**src/rtl/vga_vram_arbiter_if.sv**
```systemverilog
// vga_vram_arbiter_if: CPU access handshake into the character-RAM arbiter
interface vga_vram_arbiter_if;
  logic       cpu_req;
  logic       cpu_we;
  logic [8:0] cpu_addr;
  logic [7:0] cpu_wdata;
  logic [7:0] cpu_rdata;
  logic       cpu_ack;
  modport master(output cpu_req, cpu_we, cpu_addr, cpu_wdata, input cpu_rdata, cpu_ack);
  modport slave(input cpu_req, cpu_we, cpu_addr, cpu_wdata, output cpu_rdata, cpu_ack);
endinterface

```
**src/rtl/vga_vram_arbiter.sv**
```systemverilog
// vga_vram_arbiter: shares one 512x8 char RAM among display prefetch, CPU and fill/scroll engine
module vga_vram_arbiter #(
  parameter int DISP_SLOT = 2
) (
  input  logic                 clk,
  input  logic                 rst_n,
  input  logic [5:0]           x_hi,
  input  logic [4:0]           x_lo,
  input  logic [4:0]           y_hi,
  input  logic [5:0]           y_lo,
  output logic [7:0]           disp_char,
  output logic                 disp_valid,
  vga_vram_arbiter_if.slave    cpu,
  input  logic                 cmd_start,
  input  logic                 cmd_scroll,
  input  logic [7:0]           fill_char,
  output logic                 busy,
  output logic                 done,
  output logic                 mem_en,
  output logic                 mem_we,
  output logic [8:0]           mem_addr,
  output logic [7:0]           mem_wdata,
  input  logic [7:0]           mem_rdata
);
  typedef enum logic [1:0] {IDLE, SC_RD, SC_WR, FILL} state_t;
  typedef enum logic [1:0] {OWN_NONE, OWN_DISP, OWN_CPU, OWN_ENG} own_t;
  state_t     state, state_n;
  own_t       own;
  logic [8:0] ptr, ptr_n;
  logic [7:0] fill_q, fill_n, hold, disp_q, rdata_q;
  logic       done_n, disp_slot, cpu_issue, eng_issue;
  logic       unused_y_lo;
  assign unused_y_lo = ^y_lo;
  assign disp_slot = x_lo == 5'(DISP_SLOT) && !y_hi[4] && (x_hi <= 6'd30 || x_hi == 6'd40);
  assign busy      = state != IDLE;
  assign cpu_issue = !disp_slot && cpu.cpu_req && !busy && !cpu.cpu_ack;
  assign eng_issue = !disp_slot && !cpu_issue && busy;
  assign mem_en    = disp_slot || cpu_issue || eng_issue;
  assign mem_we    = cpu_issue ? cpu.cpu_we : eng_issue && state != SC_RD;
  assign mem_addr  = disp_slot ? {y_hi[3:0], x_hi == 6'd40 ? 5'd0 : x_hi[4:0] + 5'd1} :
                     cpu_issue ? cpu.cpu_addr :
                     state == SC_RD ? ptr + 9'd32 : ptr;
  // A write issued right after its read must take the byte straight off the RAM bus
  assign mem_wdata = cpu_issue ? cpu.cpu_wdata :
                     state == FILL ? fill_q :
                     own == OWN_ENG ? mem_rdata : hold;
  assign disp_valid    = own == OWN_DISP;
  assign disp_char     = own == OWN_DISP ? mem_rdata : disp_q;
  assign cpu.cpu_rdata = own == OWN_CPU ? mem_rdata : rdata_q;
  always_comb begin
    state_n = state;
    ptr_n   = ptr;
    fill_n  = fill_q;
    done_n  = 1'b0;
    case (state)
      IDLE: if (cmd_start) begin
        state_n = cmd_scroll ? SC_RD : FILL;
        ptr_n   = '0;
        fill_n  = fill_char;
      end
      SC_RD: if (eng_issue) state_n = SC_WR;
      SC_WR: if (eng_issue) begin
        state_n = ptr == 9'd479 ? FILL : SC_RD;
        ptr_n   = ptr + 9'd1;
      end
      default: if (eng_issue) begin
        state_n = ptr == 9'd511 ? IDLE : FILL;
        ptr_n   = ptr + 9'd1;
        done_n  = ptr == 9'd511;
      end
    endcase
  end
  always_ff @(posedge clk or negedge rst_n) begin
    if (!rst_n) begin
      state       <= IDLE;
      own         <= OWN_NONE;
      ptr         <= '0;
      fill_q      <= '0;
      hold        <= '0;
      disp_q      <= '0;
      rdata_q     <= '0;
      cpu.cpu_ack <= 1'b0;
      done        <= 1'b0;
    end else begin
      state       <= state_n;
      ptr         <= ptr_n;
      fill_q      <= fill_n;
      done        <= done_n;
      cpu.cpu_ack <= cpu_issue;
      own         <= disp_slot ? OWN_DISP :
                     cpu_issue && !cpu.cpu_we ? OWN_CPU :
                     eng_issue && state == SC_RD ? OWN_ENG : OWN_NONE;
      if (own == OWN_DISP) disp_q <= mem_rdata;
      if (own == OWN_CPU) rdata_q <= mem_rdata;
      if (own == OWN_ENG) hold <= mem_rdata;
    end
  end
endmodule
```
**src/flat_wrapper.sv**
```systemverilog
// flat-port wrapper written by rule: the top's interface ports become plain ports
module vga_vram_arbiter_flat 
#(
  parameter int DISP_SLOT = 2
)
  (clk, rst_n, x_hi, x_lo, y_hi, y_lo, disp_char, disp_valid, cmd_start, cmd_scroll, fill_char, busy, done, mem_en, mem_we, mem_addr, mem_wdata, mem_rdata, cpu_cpu_req, cpu_cpu_we, cpu_cpu_addr, cpu_cpu_wdata, cpu_cpu_rdata, cpu_cpu_ack);
  vga_vram_arbiter_if cpu_i ();
  input  logic clk;
  input  logic rst_n;
  input  logic [5:0] x_hi;
  input  logic [4:0] x_lo;
  input  logic [4:0] y_hi;
  input  logic [5:0] y_lo;
  output logic [7:0] disp_char;
  output logic disp_valid;
  input  logic cmd_start;
  input  logic cmd_scroll;
  input  logic [7:0] fill_char;
  output logic busy;
  output logic done;
  output logic mem_en;
  output logic mem_we;
  output logic [8:0] mem_addr;
  output logic [7:0] mem_wdata;
  input  logic [7:0] mem_rdata;
  input wire logic [$bits(cpu_i.cpu_req)-1:0] cpu_cpu_req;
  input wire logic [$bits(cpu_i.cpu_we)-1:0] cpu_cpu_we;
  input wire logic [$bits(cpu_i.cpu_addr)-1:0] cpu_cpu_addr;
  input wire logic [$bits(cpu_i.cpu_wdata)-1:0] cpu_cpu_wdata;
  output wire logic [$bits(cpu_i.cpu_rdata)-1:0] cpu_cpu_rdata;
  output wire logic [$bits(cpu_i.cpu_ack)-1:0] cpu_cpu_ack;
  assign cpu_i.cpu_req = cpu_cpu_req;
  assign cpu_i.cpu_we = cpu_cpu_we;
  assign cpu_i.cpu_addr = cpu_cpu_addr;
  assign cpu_i.cpu_wdata = cpu_cpu_wdata;
  assign cpu_cpu_rdata = cpu_i.cpu_rdata;
  assign cpu_cpu_ack = cpu_i.cpu_ack;
  vga_vram_arbiter #(.DISP_SLOT(DISP_SLOT)) u_core (.clk(clk), .rst_n(rst_n), .x_hi(x_hi), .x_lo(x_lo), .y_hi(y_hi), .y_lo(y_lo), .disp_char(disp_char), .disp_valid(disp_valid), .cpu(cpu_i), .cmd_start(cmd_start), .cmd_scroll(cmd_scroll), .fill_char(fill_char), .busy(busy), .done(done), .mem_en(mem_en), .mem_we(mem_we), .mem_addr(mem_addr), .mem_wdata(mem_wdata), .mem_rdata(mem_rdata));
endmodule
```
**config.mk**
```make
export PLATFORM = sky130hd
export DESIGN_NAME = vga_vram_arbiter_flat
export DESIGN_NICKNAME = d
export VERILOG_FILES = /design/src/rtl/vga_vram_arbiter_if.sv /design/src/rtl/vga_vram_arbiter.sv /design/src/flat_wrapper.sv
export SDC_FILE = /design/constraint.sdc
export NUM_CORES = 1
export LEC_CHECK = 0
export CORE_MARGIN = 2
export CORE_UTILIZATION = 43
export CTS_CLUSTER_DIAMETER = 120
export DETAILED_ROUTE_END_ITERATION = 10
export PLACE_DENSITY = 0.76
export SLEW_MARGIN = 40
export SYNTH_ARGS = -nofsm -noshare
export SYNTH_HDL_FRONTEND = slang
export SYNTH_SLANG_ARGS = --single-unit
```
**constraint.sdc**
```tcl
create_clock -name clk -period 2.4 [get_ports clk]
set_clock_uncertainty 0.05 [all_clocks]
set_input_delay 0.48 -clock clk [delete_from_list [all_inputs] [get_ports clk]]
set_output_delay 0.48 -clock clk [all_outputs]
set_load 0.1 [all_outputs]
```
Word-level counts from Yosys, hierarchy flattened
Cells that the tools add are included.

Add/subtract/negate cells: 3. $mul: 0. Divide/modulo/power cells: 0. Magnitude comparators: 1. Equality and inequality tests: 14. Shifts and indexed selects: 0. Mux-type cells: 26. Bitwise logic cells: 1. Reduce and logical (&&, ||, !) cells: 26.

Operator list (number): $mux W9 (5); $mux W8 (5); $mux W2 (10); $eq A9 B9 Y1 const B (2); $pmux W9 S2 (1); $logic_and A1 B1 Y1 (10); $add A9 B1 Y9 const B (1); $add A9 B6 Y9 const B (1); $eq A2 B2 Y1 const B (4); $eq A6 B6 Y1 const B (1); $le A6 B5 Y1 const B (1); $logic_not A1 Y1 (6); $ne A2 B1 Y1 const B (3); $pmux W2 S3 (1); $add A5 B1 Y5 const B (1); $eq A5 B2 Y1 const B (1); $mux W5 (1); $eq A2 B1 Y1 const B (2); $reduce_and A4 Y1 (1); $reduce_bool A2 Y1 (2); $logic_or A1 B1 Y1 (3); $mux W1 (3); $reduce_and A3 Y1 (1); $reduce_or A3 Y1 (1); other kinds (4) (4).

Bits in registers: 47. Latch bits: 0. RAM bits: 0. Memory bits (read-only): 0. Input port bits: 61. Output and inout bits: 39. Word-level logic and storage cells: 80. Memories: 0.

Logic depth before layout (Yosys ltp)
Gate-level depths: netlist of the first run.

Depth after elaboration: 14. Depth in mapped cells: 9.

Worst setup path after synthesis of the first run
OpenSTA, ideal clock, no wires.

Kind: reg-to-output. Start: register u_core.cpu.cpu_ack. End: output mem_addr[0]. Arrival: 3645 ps. Required time: 1870 ps. Setup slack: -1775 ps. Stages on the path, launching flop included: 5. Path buffers: 1. Path through: dfrtp_1 nor4b_1 buf_2 mux2i_1 o21ai_0.

Longest elaborated chain between the ends: 4.

RTL lines: start: declaration (line vga_vram_arbiter_if.sv:10) `modport slave(input cpu_req, cpu_we, cpu_addr, cpu_wdata, output cpu_rdata, cpu_ack);`; start signal: assignment (line vga_vram_arbiter.sv:89) `cpu.cpu_ack <= cpu_issue;`; $logic_not A1 Y1 (line vga_vram_arbiter.sv:36) `assign cpu_issue = !disp_slot && cpu.cpu_req && !busy && !cpu.cpu_ack;`; $logic_and A1 B1 Y1 (line vga_vram_arbiter.sv:36); $mux W9 (line vga_vram_arbiter.sv:41) `cpu_issue ? cpu.cpu_addr :`; $mux W9 (line vga_vram_arbiter.sv:40) `assign mem_addr = disp_slot ? {y_hi[3:0], x_hi == 6'd40 ? 5'd0 : x_hi[4:0] + 5'd1} :`; end: declaration (line flat_wrapper.sv:23) `output logic [8:0] mem_addr;`.

Every way passes these cells.

Worst setup path in the final report of the first run
Start: input x_hi[1]. End: output mem_wdata[3].

Longest elaborated chain between the ends: 8. Elaborated cells on any way between the ends: 9.

RTL lines: start: declaration (line flat_wrapper.sv:10) `input logic [5:0] x_hi;`; $le A6 B5 Y1 / $eq A6 B6 Y1 (equally long branches) (line vga_vram_arbiter.sv:34) `assign disp_slot = x_lo == 5'(DISP_SLOT) && !y_hi[4] && (x_hi <= 6'd30 || x_hi == 6'd40);`; $logic_or A1 B1 Y1 (*) (line vga_vram_arbiter.sv:34); $logic_and A1 B1 Y1 (*) (line vga_vram_arbiter.sv:34); $logic_not A1 Y1 (*) (line vga_vram_arbiter.sv:36); $logic_and A1 B1 Y1 (*) (3 in a row) (line vga_vram_arbiter.sv:36); $mux W8 (*) (line vga_vram_arbiter.sv:44) `assign mem_wdata = cpu_issue ? cpu.cpu_wdata :`; end: declaration (line flat_wrapper.sv:24) `output logic [7:0] mem_wdata;`.

Mark *: on every way between the ends. The rest lies on a longest branch, timed or not.

==> impl_results.md, run 1 <==
- Status: complete, but fails checks
- Failing checks: negative setup slack
- RSZ-0062 raised after global routing: true
- Detailed Routing Iterations Pass 1: 4
- Synth Area in XOR/XNOR: 0.02048
- # nets final: 436
- Worst Path Arrival: 2.13 ns
- Largest family of logic cells by synthesized area: multiplexers
- Initial DRC Count: 143
- Synth Instances: 238
- Minimum clock period: 2.664 ns
- Synth warn: 0
- Max FO, Critical Path: 5
- DIE HEIGHT: 81.25 microns
- PortBufs: 93
- Yosys cell types: 40
- Core Area: 5851 sq um
- Relative slew margins: 0.6601
- Post-Syn Area per Cell: 10.78 sq um
- WL final: 7976 microns
- Routed length per placed instance: 17.92 microns
- Crit Reg-Reg Startpoint: u_core.state[1]
- CP max-delay cell: or3_4
- WP data required: 1.87 ns
- Syn Std Cell Area: 2566 sq um
- Adder-cell area share of the yosys netlist: 0.02925
- Synthesized net count: 305
- CTS Sinks: 47
- Detail Route Antenna Nets: 0
- Clock Pin Slew Worst Setup and Hold Paths: 0.09 ns
- Setup crit start: x_hi[1]
- Std cell rows: 28
- Grt ovf: 0
- Sequential area share after synthesis: 0.4583
- Dpl ws: -0.8077 ns
- Die W: 81.25 microns
- Placer Congestion: 0.8740
- Max Fclk: 0.3754 GHz
- I/O pin cnt: 100
- Crit end category: output pin
- Slowest stage delay, CP: 0.41 ns
- Worst hold path type: in -> async
- Area occupied by multi-input gates: 1677 sq um
- Worst-Margin Slew: 0.5098 ns
- Max clock buf depth: 2
- First-pass GRT wire length: 12,250 microns
- Clock Latency Late Sink: 0.31 ns
- CTS Buf Count: 5
- Share of layout cells above drive strength 1: 0.4730
- Fill cell count: 304
- Vias per inst: 5.382
- Root Driver: clkbuf_8
- Share of the cycle needed by the critical path after routing: 1.110
- Synth Area in Compound Gates: 0.06923
- Largest net degree at the start of global routing: 24
- Sequential Area: 1179 sq um
- Kind of critical path: in -> out
- Vias in the first global route: 2,366
- Final Hold Viols: 0
- Top cell type's share of synthesized area: 0.4583
- Synth Area in Simple Gates: 0.1419
- Die area: 6602 sq um
- Vias: 2,395
- CP cell instances: buf_6 > inv_4 > ha_4 > and4bb_2 > nor2b_4 > or3_4 > nand2_8 > mux2i_4 > buf_12
- Nature of the critical path startpoint: primary input
- Mux cell area share after synthesis: 0.2340
- H-tree levels: 2
- Area grow syn2layout: 87.18%
- DRC viols: 0
- Initial antenna violation count: 0
- Worst Slack Setup Final: -0.2637 ns
- Post-synth top area cell: dfrtp_1
- Seq cells post-synth: 47
- Detailed Place HPWL: 5872 microns
- Top post-synthesis cells by area: dfrtp_1, mux2_2, mux2i_1
- Max cap viols: 0
- CTS tree: yes
- Hold_buf cts: 0
- Initial core utilization: 0.4386
- Final setup fails: 19
- GRT Total Usage: 0.2498
- # diodes: 0
- Slew Viols, Final: 0
==> layout by cell type (no fill, tap or decap), types with 5 or more instances in the layout <==
cell type / Yosys / layout
o21ai_4: 0 / 6
buf_12: 0 / 40
nand4_1: 5 / 5
dfrtp_1: 47 / 45
nand2_1: 19 / 14
mux2i_4: 0 / 8
clkdlybuf4s50_1: 0 / 40
buf_4: 0 / 31
clkbuf_2: 0 / 5
mux2i_1: 24 / 15
ha_1: 6 / 5
clkbuf_8: 0 / 5
a21oi_1: 6 / 5
buf_6: 1 / 10
inv_1: 18 / 16
mux2_2: 32 / 32
nand3_1: 14 / 10
o21ai_0: 11 / 5
==> routing by layer <==
| metal | track usage | vias up | part of all wire |
|---|---|---|---|
| met5 | 0 | - | 0 |
| met4 | 0.05932 | 0 | 0.011 |
| met1 | 0.3500 | 1212 | 0.45 |
| met2 | 0.4074 | 66 | 0.50 |
| met3 | 0.04000 | 10 | 0.037 |
| li1 | - | 1107 | - |
==> state kept, by name, indices dropped and copies added (netlist names) <==
register            count
u_core.fill_q           8
u_core.cpu.cpu_ack      1
u_core.done             1
u_core.hold             8
u_core.state            2
u_core.ptr              9
u_core.disp_q           8
u_core.rdata_q          8
u_core.own              2
==> final timing paths <==
check / endpoint / slack, ns / cells past startpoint
worst max-delay path: mem_wdata[3] / -0.26 / 9
worst min-delay path: u_core.fill_q[6] / 0.09 / 1
worst max register to register: u_core.fill_q[5] / 0.57 / 4
worst min register to register: u_core.fill_q[0] / 0.46 / 1
max in group asynchronous: u_core.rdata_q[1] / 1.59 / 2
min in group clk: u_core.fill_q[0] / 0.46 / 1
==> timing repair <==
| item | in CTS | in global routing |
|---|---|---|
| gates resized for setup | 32 | 37 |
| pin swaps | 9 | 12 |
| setup buffers | 6 | 4 |
| endpoints found under the setup margin | 22 | 19 |
| cloned | 2 | 0 |
==> cells by family (layout without fill, tap and decap cells) <==
kind of cell | Yosys count | after routing
AND/OR/NAND/NOR | 67 | 68
multiplexers | 56 | 56
flip-flops | 47 | 47
AO/OA/AOI/OAI | 28 | 28
buffers and inverters | 28 | 159
adder cells (fa/ha/maj) | 6 | 6
XOR/XNOR | 6 | 6
==> cell usage after synthesis <==
cell and number:
nor4b_1 1, nand3_1 14, o31ai_1 2, a22oi_1 1
nand2_4 1, nor4_1 1, xnor2_1 4, nor3_1 2
buf_2 6, nor2b_1 1, and4bb_2 1, clkbuf_1 3
nor2b_2 1, nor3_2 1, and4_1 1, a32oi_1 1
mux2_2 32, nand4_1 5, and2_1 3, ha_1 6
inv_1 18, nor2_1 9, a21oi_1 6, dfrtp_1 47
nand4b_1 1, nand2_1 19, o21ai_0 11, mux2i_1 24
a211oi_1 1, o211ai_1 1, o311ai_0 1, o41ai_1 1
a31oi_1 2, or3_1 2, nand3b_1 1, a32oi_2 1
nor4b_2 1, nand2b_1 2, buf_6 1, xor2_1 2
==> layout make-up <==
cell class,count,share of cell area
well taps,75,0.01954
flip-flops and latches,47,0.2454
multi-input cells,164,0.3490
repair buffers,133,0.3438
clock buffers,5,0.01433
inverters,18,0.01797
clock inverters,3,0.009898
==> stage by stage <==
stage	instance area (sq um)	hold WS, ns	setup TNS, ns	std cells	util
6_report	4803	0.08559	-3.745	445	0.8210
5_1_grt	4803	0.1109	-4.759	445	0.8210
4_1_cts	4752	0.09621	-5.881	444	0.8122
3_5_place_dp	4511	0.4344	-17.37	429	0.7710
3_3_place_gp	4511	0.4203	-16.34	429	0.7710
2_1_floorplan	2930	0.1344	-5.184	238	-
==> worst max-delay path: cells and delay by family <==
family                     cells  cell delay [ns]
adders and majority gates      1             0.11
buffers and inverters          3             0.35
muxes                          1             0.28
and+or+nand+nor                4             0.90
Power of run 1 is left out: the tool's default activity adds up to more than one toggle a clock period on the data nets, which glitch-free logic cannot reach.
==> inputs of run 2 (changes only) <==
Clock period 2.4 ns to 2.6 ns, I/O delays scaled along.
==> run 2 against run 1 <==
The flow still finishes with violations (negative setup slack). Non-clock buffer count down 9. Core utilization decreased by 2.5 points. Critical path depth is the same. First-iteration DRC count down 22%. Via count shrank 5.1%. Worst hold slack gained 0.37 ns. Sequential share of layout area grew 0.76 points. Die area did not move. Register-to-register slack improved by 0.22 ns. Design area down 3.0%. Global-route usage shrank 1.1 points. Critical path type unchanged. Critical endpoint unchanged. Highest routed layer unchanged.
==> impl_results.md, run 2 (synthesis results as in run 1) <==
- Status: complete, but fails checks (unchanged)
- Failing checks: negative setup slack (unchanged)
- # diodes: 0 (unchanged)
- Vias per inst: 5.211 (was 5.382)
- TNS Setup: -1.322 ns (was -3.745 ns)
- Largest Register: u_core.ptr (unchanged)
- Kind of critical path: in -> out (unchanged)
- Initial DRC Count: 112 (was 143)
- Die area: 6602 sq um (unchanged)
- Std cell rows: 28 (unchanged)
- WL final: 7521 microns (was 7976 microns)
- CTS Sinks: 47 (unchanged)
- Worst-Margin Slew: 0.4545 ns (was 0.5098 ns)
- Initial core utilization: 0.4386 (unchanged)
- Area grow syn2layout: 81.57% (was 87.18%)
- Worst Slack Setup Final: -0.1357 ns (was -0.2637 ns)
- Largest net degree at the start of global routing: 44 (was 24)
- Relative slew margins: 0.6970 (was 0.6601)
- Die W: 81.25 microns (unchanged)
- Final setup fails: 15 (was 19)
- Vias: 2,272 (was 2,395)
- Fill cell count: 344 (was 304)
- Commonest non-fill, non-tap cells in the layout: dfrtp_1, clkdlybuf4s50_1, buf_12 (unchanged)
- Max FO, Critical Path: 5 (unchanged)
- RSZ-0062 raised after global routing: true (unchanged)
- Dpl ws: -0.6794 ns (was -0.8077 ns)
- Max reg flops: 9 (unchanged)
- Core Area: 5851 sq um (unchanged)
- Routed length per placed instance: 17.25 microns (was 17.92 microns)
- Detailed Routing Iterations Pass 1: 4 (unchanged)
- Slew Viols, Final: 0 (unchanged)
- Clock Pin Slew Worst Setup and Hold Paths: 0.09 ns (about the same)
- I/O pin cnt: 100 (unchanged)
- Max Fclk: 0.3655 GHz
- CTS tree: yes (unchanged)
- Vias in the first global route: 2,295 (was 2,366)
- WP data required: 2.03 ns (was 1.87 ns)
- Area occupied by multi-input gates: 1669 sq um (was 1677 sq um)
- DRC viols: 0 (unchanged)
- First-pass GRT wire length: 11,660 microns (was 12,250 microns)
- Sequential Area: 1179 sq um (unchanged)
- Clock Latency Late Sink: 0.31 ns (about the same)
- Grt ovf: 0 (unchanged)
- DIE HEIGHT: 81.25 microns (unchanged)
- # nets final: 427 (was 436)
- Placer Congestion: 0.8712 (was 0.8740)
- Detailed Place HPWL: 5684 microns (was 5872 microns)
- Nature of the critical path startpoint: primary input (unchanged)
- GRT Total Usage: 0.2387 (was 0.2498)
- H-tree levels: 2 (unchanged)
- Max clock buf depth: 2 (unchanged)
- Detail Route Antenna Nets: 0 (unchanged)
- Minimum clock period: 2.736 ns
- Worst Path Arrival: 2.17 ns (was 2.13 ns)
- Leading cell type in the layout, fill and taps excluded: dfrtp_1 (unchanged)
- Max cap viols: 0 (unchanged)
- Initial antenna violation count: 0 (unchanged)
- Crit end category: output pin (unchanged)
- Worst hold path type: reg -> reg (was in -> async)
- CTS Buf Count: 5 (unchanged)
- PortBufs: 93 (unchanged)
- Share of the cycle needed by the critical path after routing: 1.052
- Root Driver: clkbuf_8 (unchanged)
- Final Hold Viols: 0 (unchanged)
- Share of layout cells above drive strength 1: 0.4571 (was 0.4730)
## run 2: cell types whose count changed in the layout (fill, tap and decap cells not counted), sizes merged
cell and delta:
dlymetal6s2s -4, dlygate4sd2 +3, buf -11, clkdlybuf4s50 +2
dlygate4sd3 +1
## run 2: final cells by class
cell class,count,share of cell area
multi-input cells,164,0.3582
repair buffers,124,0.3252
inverters,18,0.01853
well taps,75,0.02014
flip-flops and latches,47,0.2530
clock inverters,3,0.01020
clock buffers,5,0.01477
## run 2: what timing repair did
| item | CTS | global route |
|---|---|---|
| buffers inserted | 5 | 2 |
| resized for setup | 36 | 17 |
| endpoints found under the setup margin | 19 | 18 |
| cloned | 1 | 0 |
| hold buffers | 1 | 0 |
| endpoints found under the hold margin | 4 | 0 |
| pin swaps | 9 | 7 |
## run 2: metal layers
layer,vias to the layer above,share of wire,global-route usage
met3,12,0.045,0.04000
met1,1102,0.42,0.3181
met2,69,0.51,0.3893
met4,0,0.022,0.09322
met5,-,0,0
li1,1089,-,-
## run 2: metrics by stage
step / hold WS, ns / utilization / instances / cell area (sq um)
after floorplan: 0.1744 / - / 238 / 2917
after global placement: 0.2947 / 0.7551 / 421 / 4418
after detailed placement: 0.2956 / 0.7551 / 421 / 4418
after CTS: 0.4580 / 0.7947 / 435 / 4649
after global routing: 0.4778 / 0.7964 / 436 / 4659
final: 0.4537 / 0.7964 / 436 / 4659
## run 2: worst max-delay path, stage by stage
cell,delay [ns]
buf_12,0.11
inv_16,0.04
ha_4,0.10
and4bb_2,0.28
nor2b_4,0.06
or3_4,0.41
nand2_8,0.17
mux2i_4,0.27
buf_12,0.20
## run 2: worst paths after layout
path,from,end,slack [ns],cells after the start
worst max-delay path,x_hi[0],mem_wdata[3],-0.14,9
worst min-delay path,u_core.hold[5],u_core.hold[5],0.45,1
worst max register to register,u_core.ptr[0],u_core.state[1],0.79,8
worst min register to register,u_core.hold[5],u_core.hold[5],0.45,1
max in group asynchronous,rst_n,u_core.cpu.cpu_ack,1.56,3
min in group asynchronous,rst_n,u_core.ptr[3],0.50,2
Power of run 2 is left out for the same reason.
